[config.mk]
export PLATFORM = sky130hd
export DESIGN_NAME = vga_scanout_flat
export DESIGN_NICKNAME = d
export VERILOG_FILES = /design/src/rtl/vga_timing_pkg.sv /design/src/rtl/vga_scanout_if.sv /design/src/rtl/sync_delay.sv /design/src/rtl/vga_scanout.sv /design/src/flat_wrapper.sv
export SDC_FILE = /design/constraint.sdc
export NUM_CORES = 1
export LEC_CHECK = 0
export ABC_CLOCK_PERIOD_IN_PS = 3400
export BUFFER_PORTS_ARGS = -buffer_cell sky130_fd_sc_hd__buf_2
export CAP_MARGIN = 0
export CORE_MARGIN = 3
export CORE_UTILIZATION = 55
export CTS_CLUSTER_DIAMETER = 60
export DETAILED_ROUTE_END_ITERATION = 8
export PLACE_DENSITY = 0.83
export SLEW_MARGIN = 20
export SYNTH_ARGS = -nofsm -noshare
export SYNTH_HDL_FRONTEND = slang
export SYNTH_SLANG_ARGS = --single-unit
export TNS_END_PERCENT = 50
[constraint.sdc]
create_clock -name clk -period 3.4 [get_ports clk]
set_input_delay 0.17 -clock clk [delete_from_list [all_inputs] [get_ports clk]]
set_output_delay 0.17 -clock clk [all_outputs]
set_load 0.1 [all_outputs]
[src/rtl/vga_timing_pkg.sv]
// Shared 640x480@60 timing constants, pipeline depth and sync-flag types for the
// scanout, the renderer and the bench.
package vga_timing_pkg;

  localparam int unsigned CntWidth  = 10;
  localparam int unsigned RgbWidth  = 12;
  // idx -> line-buffer RAM -> palette RAM -> pin register
  localparam int unsigned PipeDepth = 3;

  typedef struct packed {
    int unsigned h_active;
    int unsigned h_front;
    int unsigned h_sync;
    int unsigned h_back;
    int unsigned v_active;
    int unsigned v_front;
    int unsigned v_sync;
    int unsigned v_back;
  } vga_timing_t;

  localparam vga_timing_t DefaultTiming = '{
    h_active: 640,
    h_front:  16,
    h_sync:   96,
    h_back:   48,
    v_active: 480,
    v_front:  10,
    v_sync:   2,
    v_back:   33
  };

  // Sync levels are active-low, so the idle pattern keeps both syncs high.
  typedef struct packed {
    logic active;
    logic hsync;
    logic vsync;
  } sync_flags_t;

  localparam sync_flags_t FlagsIdle = '{active: 1'b0, hsync: 1'b1, vsync: 1'b1};

  function automatic int unsigned h_total(vga_timing_t t);
    return t.h_active + t.h_front + t.h_sync + t.h_back;
  endfunction

  function automatic int unsigned v_total(vga_timing_t t);
    return t.v_active + t.v_front + t.v_sync + t.v_back;
  endfunction

  // Half-open window test [lo, hi) on a counter value.
  function automatic logic in_range(logic [CntWidth-1:0] cnt, int unsigned lo,
                                    int unsigned hi);
    return (32'(cnt) >= lo) && (32'(cnt) < hi);
  endfunction

endpackage

[src/rtl/vga_scanout_if.sv]
// Scanout-side bundle: frame/line pulses, line-buffer read port and the VGA pins.
interface vga_scanout_if;

  logic                                  start_of_screen;
  logic                                  start_of_line;
  logic                                  vblank_irq;
  logic [vga_timing_pkg::CntWidth-1:0]   linebuf_idx;
  logic [vga_timing_pkg::RgbWidth-1:0]   linebuf_rgb_data;
  logic [3:0]                            vga_r;
  logic [3:0]                            vga_g;
  logic [3:0]                            vga_b;
  logic                                  vga_hsync;
  logic                                  vga_vsync;
  logic [vga_timing_pkg::CntWidth-1:0]   line_number;

  modport master (
    output start_of_screen,
    output start_of_line,
    output vblank_irq,
    output linebuf_idx,
    input  linebuf_rgb_data,
    output vga_r,
    output vga_g,
    output vga_b,
    output vga_hsync,
    output vga_vsync,
    output line_number
  );

  modport slave (
    input  start_of_screen,
    input  start_of_line,
    input  vblank_irq,
    input  linebuf_idx,
    output linebuf_rgb_data,
    input  vga_r,
    input  vga_g,
    input  vga_b,
    input  vga_hsync,
    input  vga_vsync,
    input  line_number
  );

endinterface

[src/rtl/sync_delay.sv]
// N-stage shift register that carries {active, hsync, vsync} alongside the
// memory read pipeline; resets to the idle pattern.
module sync_delay
  import vga_timing_pkg::*;
#(
  parameter int unsigned Depth = PipeDepth
) (
  input  logic        clk,
  input  logic        reset,
  input  sync_flags_t i_flags,
  output sync_flags_t o_flags
);

  sync_flags_t r_stage [Depth];

  always_ff @(posedge clk or posedge reset) begin
    if (reset) begin
      for (int i = 0; i < int'(Depth); i++) begin
        r_stage[i] <= FlagsIdle;
      end
    end else begin
      r_stage[0] <= i_flags;
      for (int i = 1; i < int'(Depth); i++) begin
        r_stage[i] <= r_stage[i-1];
      end
    end
  end

  assign o_flags = r_stage[Depth-1];

endmodule

[src/rtl/vga_scanout.sv]
// VGA raster timing: h/v counters, line-buffer index, frame/line pulses and the
// registered pin stage, 3 clocks behind the counters.
module vga_scanout
  import vga_timing_pkg::*;
#(
  parameter vga_timing_t Timing = DefaultTiming
) (
  input logic           clk,
  input logic           reset,
  vga_scanout_if.master bus
);

  typedef logic [CntWidth-1:0] cnt_t;

  localparam int unsigned HTotal     = h_total(Timing);
  localparam int unsigned VTotal     = v_total(Timing);
  localparam int unsigned HSyncStart = Timing.h_active + Timing.h_front;
  localparam int unsigned VSyncStart = Timing.v_active + Timing.v_front;

  localparam cnt_t HLast       = cnt_t'(HTotal - 1);
  localparam cnt_t VLast       = cnt_t'(VTotal - 1);
  localparam cnt_t VPreScreen  = cnt_t'(VTotal - 2);
  localparam cnt_t VActiveLast = cnt_t'(Timing.v_active - 1);
  localparam cnt_t VBlankStart = cnt_t'(Timing.v_active);

  cnt_t                r_hcnt;
  cnt_t                r_vcnt;
  cnt_t                w_hcnt_d;
  cnt_t                w_vcnt_d;
  logic                w_h_wrap;
  logic                w_v_wrap;
  logic                w_line_end;
  sync_flags_t         w_flags;
  sync_flags_t         w_flags_dly;
  logic [RgbWidth-1:0] r_rgb;
  logic                r_hsync;
  logic                r_vsync;

  // Wrap on >= so any out-of-range value falls back to 0 at the next wrap.
  always_comb begin
    w_h_wrap = (r_hcnt >= HLast);
    w_v_wrap = (r_vcnt >= VLast);
    w_hcnt_d = w_h_wrap ? '0 : r_hcnt + cnt_t'(1);
    w_vcnt_d = r_vcnt;
    if (w_h_wrap) begin
      w_vcnt_d = w_v_wrap ? '0 : r_vcnt + cnt_t'(1);
    end
  end

  always_ff @(posedge clk or posedge reset) begin
    if (reset) begin
      r_hcnt <= '0;
      r_vcnt <= '0;
    end else begin
      r_hcnt <= w_hcnt_d;
      r_vcnt <= w_vcnt_d;
    end
  end

  // Stage 0: decode straight from the counters.
  always_comb begin
    w_flags        = FlagsIdle;
    w_flags.active = in_range(r_hcnt, 0, Timing.h_active) &&
                     in_range(r_vcnt, 0, Timing.v_active);
    w_flags.hsync  = !in_range(r_hcnt, HSyncStart, HSyncStart + Timing.h_sync);
    w_flags.vsync  = !in_range(r_vcnt, VSyncStart, VSyncStart + Timing.v_sync);
  end

  assign bus.linebuf_idx = w_flags.active ? r_hcnt : '0;
  assign bus.line_number = r_vcnt;

  // Line pulses fire one line early so the renderer can fill the back buffer.
  always_comb begin
    w_line_end          = (r_hcnt == HLast);
    bus.start_of_line   = w_line_end && ((r_vcnt == VLast) || (r_vcnt < VActiveLast));
    bus.start_of_screen = w_line_end && (r_vcnt == VPreScreen);
    bus.vblank_irq      = (r_hcnt == '0) && (r_vcnt == VBlankStart);
  end

  // Two flag stages cover the two RAM reads; the pin register is the third.
  sync_delay #(
    .Depth (PipeDepth - 1)
  ) u_sync_delay (
    .clk     (clk),
    .reset   (reset),
    .i_flags (w_flags),
    .o_flags (w_flags_dly)
  );

  always_ff @(posedge clk or posedge reset) begin
    if (reset) begin
      r_rgb   <= '0;
      r_hsync <= FlagsIdle.hsync;
      r_vsync <= FlagsIdle.vsync;
    end else begin
      r_rgb   <= w_flags_dly.active ? bus.linebuf_rgb_data : '0;
      r_hsync <= w_flags_dly.hsync;
      r_vsync <= w_flags_dly.vsync;
    end
  end

  assign bus.vga_r     = r_rgb[11:8];
  assign bus.vga_g     = r_rgb[7:4];
  assign bus.vga_b     = r_rgb[3:0];
  assign bus.vga_hsync = r_hsync;
  assign bus.vga_vsync = r_vsync;

endmodule
[src/flat_wrapper.sv]
// flat-port wrapper written by rule: the top's interface ports become plain ports
module vga_scanout_flat import vga_timing_pkg::*;
#(
  parameter vga_timing_t Timing = DefaultTiming
)
  (clk, reset, bus_start_of_screen, bus_start_of_line, bus_vblank_irq, bus_linebuf_idx, bus_linebuf_rgb_data, bus_vga_r, bus_vga_g, bus_vga_b, bus_vga_hsync, bus_vga_vsync, bus_line_number);
  vga_scanout_if bus_i ();
  input logic clk;
  input logic reset;
  output wire logic [$bits(bus_i.start_of_screen)-1:0] bus_start_of_screen;
  output wire logic [$bits(bus_i.start_of_line)-1:0] bus_start_of_line;
  output wire logic [$bits(bus_i.vblank_irq)-1:0] bus_vblank_irq;
  output wire logic [$bits(bus_i.linebuf_idx)-1:0] bus_linebuf_idx;
  input wire logic [$bits(bus_i.linebuf_rgb_data)-1:0] bus_linebuf_rgb_data;
  output wire logic [$bits(bus_i.vga_r)-1:0] bus_vga_r;
  output wire logic [$bits(bus_i.vga_g)-1:0] bus_vga_g;
  output wire logic [$bits(bus_i.vga_b)-1:0] bus_vga_b;
  output wire logic [$bits(bus_i.vga_hsync)-1:0] bus_vga_hsync;
  output wire logic [$bits(bus_i.vga_vsync)-1:0] bus_vga_vsync;
  output wire logic [$bits(bus_i.line_number)-1:0] bus_line_number;
  assign bus_start_of_screen = bus_i.start_of_screen;
  assign bus_start_of_line = bus_i.start_of_line;
  assign bus_vblank_irq = bus_i.vblank_irq;
  assign bus_linebuf_idx = bus_i.linebuf_idx;
  assign bus_i.linebuf_rgb_data = bus_linebuf_rgb_data;
  assign bus_vga_r = bus_i.vga_r;
  assign bus_vga_g = bus_i.vga_g;
  assign bus_vga_b = bus_i.vga_b;
  assign bus_vga_hsync = bus_i.vga_hsync;
  assign bus_vga_vsync = bus_i.vga_vsync;
  assign bus_line_number = bus_i.line_number;
  vga_scanout #(.Timing(Timing)) u_core (.clk(clk), .reset(reset), .bus(bus_i));
endmodule
# Yosys cells after proc, flatten, opt, wreduce, memory -nomap -nowiden
# Cells that the tools add are included.
[op_classes] addsub=2 multipliers=0 div_mod_pow=0 magnitude_cmp=9 eq_ne=4 shifts=0 muxes=4 n_bitwise=0 reduce_logical=10
[op_table] op="10-bit equality test (second input constant)" count=3
[op_table] op="10-bit >= comparator (second input constant)" count=3
[op_table] op="10-bit by 9-bit < comparator with 1-bit output (second input constant)" count=3
[op_table] op="10-bit 2-to-1 mux" count=3
[op_table] op="10-bit by 1-bit adder with 10-bit output (second input constant)" count=2
[op_table] op="10-bit < comparator (second input constant)" count=2
[op_table] op="12-bit 2-to-1 mux" count=1
[op_table] op="10-bit by 9-bit equality test with 1-bit output (second input constant)" count=1
[op_table] op="10-bit by 9-bit >= comparator with 1-bit output (second input constant)" count=1
[op_table] op="10-bit zero test" count=1
[op_table] op="1-bit logical AND" count=6
[op_table] op="1-bit zero test" count=2
[op_table] op="1-bit logical OR" count=1
[word_totals] ff_bits=40 latch_bits=0 mem_bits_rw=0 mem_bits_ro=0 in_bits=14 output_inout_bits=37 word_cells=40 n_memories=0

# Depth between registers and ports, before layout
[logic_depth] depth_word=3 ltp_mapped=7 ltp_nobuf=5

# By module
# From an unflattened synthesis, not the netlist that was laid out.
[unflattened] cells_unflattened=175 hier_area_um2=1863.0
[modules_own_cells] mod="vga_scanout" n_inst=1 cells_each=165 area_each_um2=1681.6 seq_area_each_um2=853.3
[modules_own_cells] mod="sync_delay" n_inst=1 cells_each=10 area_each_um2=181.4 seq_area_each_um2=155.1

# Worst setup path after synthesis
# Ideal clock, no wire load.
[synth_path] path_kind="register to output" from="register u_core.r_vcnt[4] (netlist: u_core.bus.line_number[4])" to="output port bus_start_of_screen" arrival_ns=4.493 path_slack_ns=-1.263 stages_incl_launch_ff=4 path_buffers=1 path_cell_list="dfrtp_1 -> buf_6 -> or4_4 -> nor4_1"
[synth_between] elab_chain_cells=2
[synth_rtl] item="start, declared" line_no="vga_scanout.sv:27" text="cnt_t r_vcnt;"
[synth_rtl] item="start signal, assigned" line_no="vga_scanout.sv:56" text="r_vcnt <= w_vcnt_d;"
[synth_rtl] item="10-bit equality test" line_no="vga_scanout.sv:76" text="bus.start_of_screen = w_line_end && (r_vcnt == VPreScreen);"
[synth_rtl] item="1-bit logical AND" line_no="vga_scanout.sv:76"
[synth_rtl] item="end, declared" line_no="flat_wrapper.sv:10" text="output wire logic [$bits(bus_i.start_of_screen)-1:0] bus_start_of_screen;"
# Every way passes these cells.

==> results.md <==
- Placer Congestion: about 0.9
- Hold buffer count at CTS: 0
- Ranking of synthesized cells by area: dfrtp_1 46%, dfstp_2 8.5%, and2_1 7.4%, nor2_1 2.8%, ha_1 2.7%
- Netlist cell types: 39
- Final hold violation count: 0
- Tightest Hold Check Type: input pin to async pin
- Layout net count: between 200 and 250
- First-pass DRT Iterations: 4
- TritonCTS clock tree: built
- Critical Path Fanout Max: 9
- Final Worst Setup Slack: between 0.8 and 0.9 ns
- Die Area: ~0.0041 mm²
- RSZ-0062 raised after global routing: no
- Worst Setup Slack post-DPL: about 1.3 ns
- Final count of negative-setup-slack endpoints: 0
- Post_cts resized: 0
- Fin Setup TNS: 0 ns
- Most frequent cells in the layout: 50 x buf_2, 34 x dfrtp_1, 22 x and2_1
- Highest clock rate: roughly 0.4 GHz
- Worst Path Required: about 3.2 ns
- Status: finished clean
- Post-route insts no fill: around 280
- Initial core utilization: 59.17%
- Post-synth EDFFs: 0
- Skew final: 0.01596 ns
- Placement row count: 20
- IO Count: 51
- Worst-skew pair later-pin latency: about 0.35 ns
- Max Cap Violations: 0
- Top cell type's share of synthesized area: between 40% and 50%
- # port buffers: 50
- Startpoint Class: flip-flop
- Share of layout cells above drive strength 1: approximately 31%
- Number of global-route vias before repair: approximately 1,300
- Antenna diodes: 0
- Register bit total from synthesis: 40
- Max transition margin: around two fifths
- P_leak: approximately 1.0 nW
- Ys flop type: dfrtp_1
- Tcrit/Tclk final: roughly 74%
- R2R Setup Slk: 1.24 ns
- WP data arrival: approximately 2.4 ns
- Post-route ant nets: 0
- Synth Cell Area: between 0.0015 and 0.002 mm²
- Vias: about 1,400
- FF-to-FF Start: u_core.bus.line_number[4]
- Reg-to-Reg End: u_core.bus.line_number[7]
- Clock transition at path regs: 0.12 ns
- Asr flop ratio synth: 100.0%
- Hpwl dp: 2544 µm
- Largest net degree at the start of global routing: 27
- Worst-Margin Slew: ~0.91 ns
- P&R area growth vs syn: 19.05%
- Register area share after synthesis: approximately 54%
- First-pass GRT wire length: 6175 µm
- Antenna violations before repair: 0
- GRT Overall Usage: between 10% and 20%
- Routed len/inst: ~13 µm
- Power Total: ~0.87 mW
- Clk buf depth: 2
- Most common cell after layout, fill and taps aside: buf_2
- PwrDens: around 390 mW/mm²
- Residual DRC: 0
- Reg2Reg Depth: 4
- Min Clock Period, post-route: 2.523 ns
- Total wire length: 3589 µm
- Syn. warnings: 0
- Die W: 64.24 µm
- H-Tree Depth: 2
- Syn Area/Cell: 10.36 µm²
- Crit Path Class: flip-flop to output pin
- Num CTS Buffers: 5
- Area leader, netlist: dfrtp_1
- Final Slew Violations: 0
- CP endpoint kind: output pin
- Setup bufs post-CTS: 0
- Post-Synthesis Cells: 180
- Clock root cell: clkbuf_4
- Vias per inst: between 5 and 6
- Grt ovf: 0
- Placed cell count: approximately 270
- Mapped Nets: roughly 200
- Max VDD drop: around 230 µV
- Die Y: 64.24 µm
- Core area: 0.003153 mm²
- Clock Sinks: 40
- DRT iter0 DRCs: 70
## report_power, final
group / internal, mW / total (mW) / switching [mW]
clock: 0.154 / 0.302 / 0.148
combinational: 0.0144 / 0.0840 / 0.0696
sequential: 0.483 / 0.484 / 0.00135
## through the flow
step / util [%] / hold WS, ns / cell area (µm²)
after floorplan: - / 0.3042 / 1877
after global placement: 68.02 / 0.3370 / 2145
after detailed placement: 68.02 / 0.3442 / 2145
after CTS: 70.44 / 0.01948 / 2221
after global routing: 70.44 / 0.004480 / 2221
final: 70.44 / 0.01279 / 2221
## routing by layer
metal | global-route usage, % | wire [µm] | share of wire [%]
met3 | 5.624 | 293 | 8.2
met5 | 0 | 0 | 0
met2 | 28.22 | 1537 | 43
met4 | 5.805 | 44 | 1.2
met1 | 27.69 | 1714 | 48
## state kept, by name, summed over array words and instances, names as in the netlist
signal                       count
u_core.bus.line_number          10
u_core.u_sync_delay.r_stage      3
u_core.u_sync_delay.o_flags      3
u_core.bus.vga_hsync             1
u_core.bus.vga_vsync             1
u_core.r_rgb                    12
u_core.r_hcnt                   10
## logic make-up (layout without fill, tap and decap cells)
family,count (synthesis),in the layout,synth area share (%)
fa+ha+maj,4,4,2.683
flops,40,40,54.06
buf+inv,17,68,4.225
simple gates,82,82,24.88
xor+xnor,7,7,3.286
compound gates,30,30,10.87
## cells in the mapped netlist, drive strengths merged (4+ instances only)
cell	n
a21oi	6
and3	4
inv	9
xor2	4
o21ai	7
ha	4
nor2	14
a31oi	4
clkbuf	6
nand2	10
nand3	9
nor4	7
dfstp	6
dfrtp	34
and2	22
nor3	4
## worst max-delay path, cell delays in order (launching register included)
cell and delay (ns):
dfrtp_1 0.47, nand2_1 0.15, nor2_1 0.10, nor3_1 0.63, and2_1 0.22, buf_2 0.42
## layout make-up
cell class	count	area [µm²]
Clock buffer	6	41.29
Sequential cell	40	1008
Timing Repair Buffer	51	257.7
Clock inverter	2	35.03
Multi-Input combinational cell	123	789.5
Inverter	9	33.78
Tap cell	44	55.05
Fill cell	249	932.1
## how the worst max path moves through the flow
| stage | depth (start not counted) | to | slack (ns) | start |
|---|---|---|---|---|
| after detailed placement | 5 | bus_linebuf_idx[3] | 1.25 | u_core.bus.line_number[8] |
| final | 5 | bus_linebuf_idx[3] | 0.88 | u_core.bus.line_number[5] |
| after global routing | 5 | bus_linebuf_idx[3] | 0.65 | u_core.bus.line_number[5] |
| after CTS | 5 | bus_linebuf_idx[3] | 0.84 | u_core.bus.line_number[8] |
| after floorplan | 3 | bus_linebuf_idx[0] | -0.78 | u_core.bus.line_number[5] |
| after global placement | 4 | u_core.bus.line_number[7] | 1.28 | u_core.bus.line_number[4] |
Power figures use the tool's default switching activity.
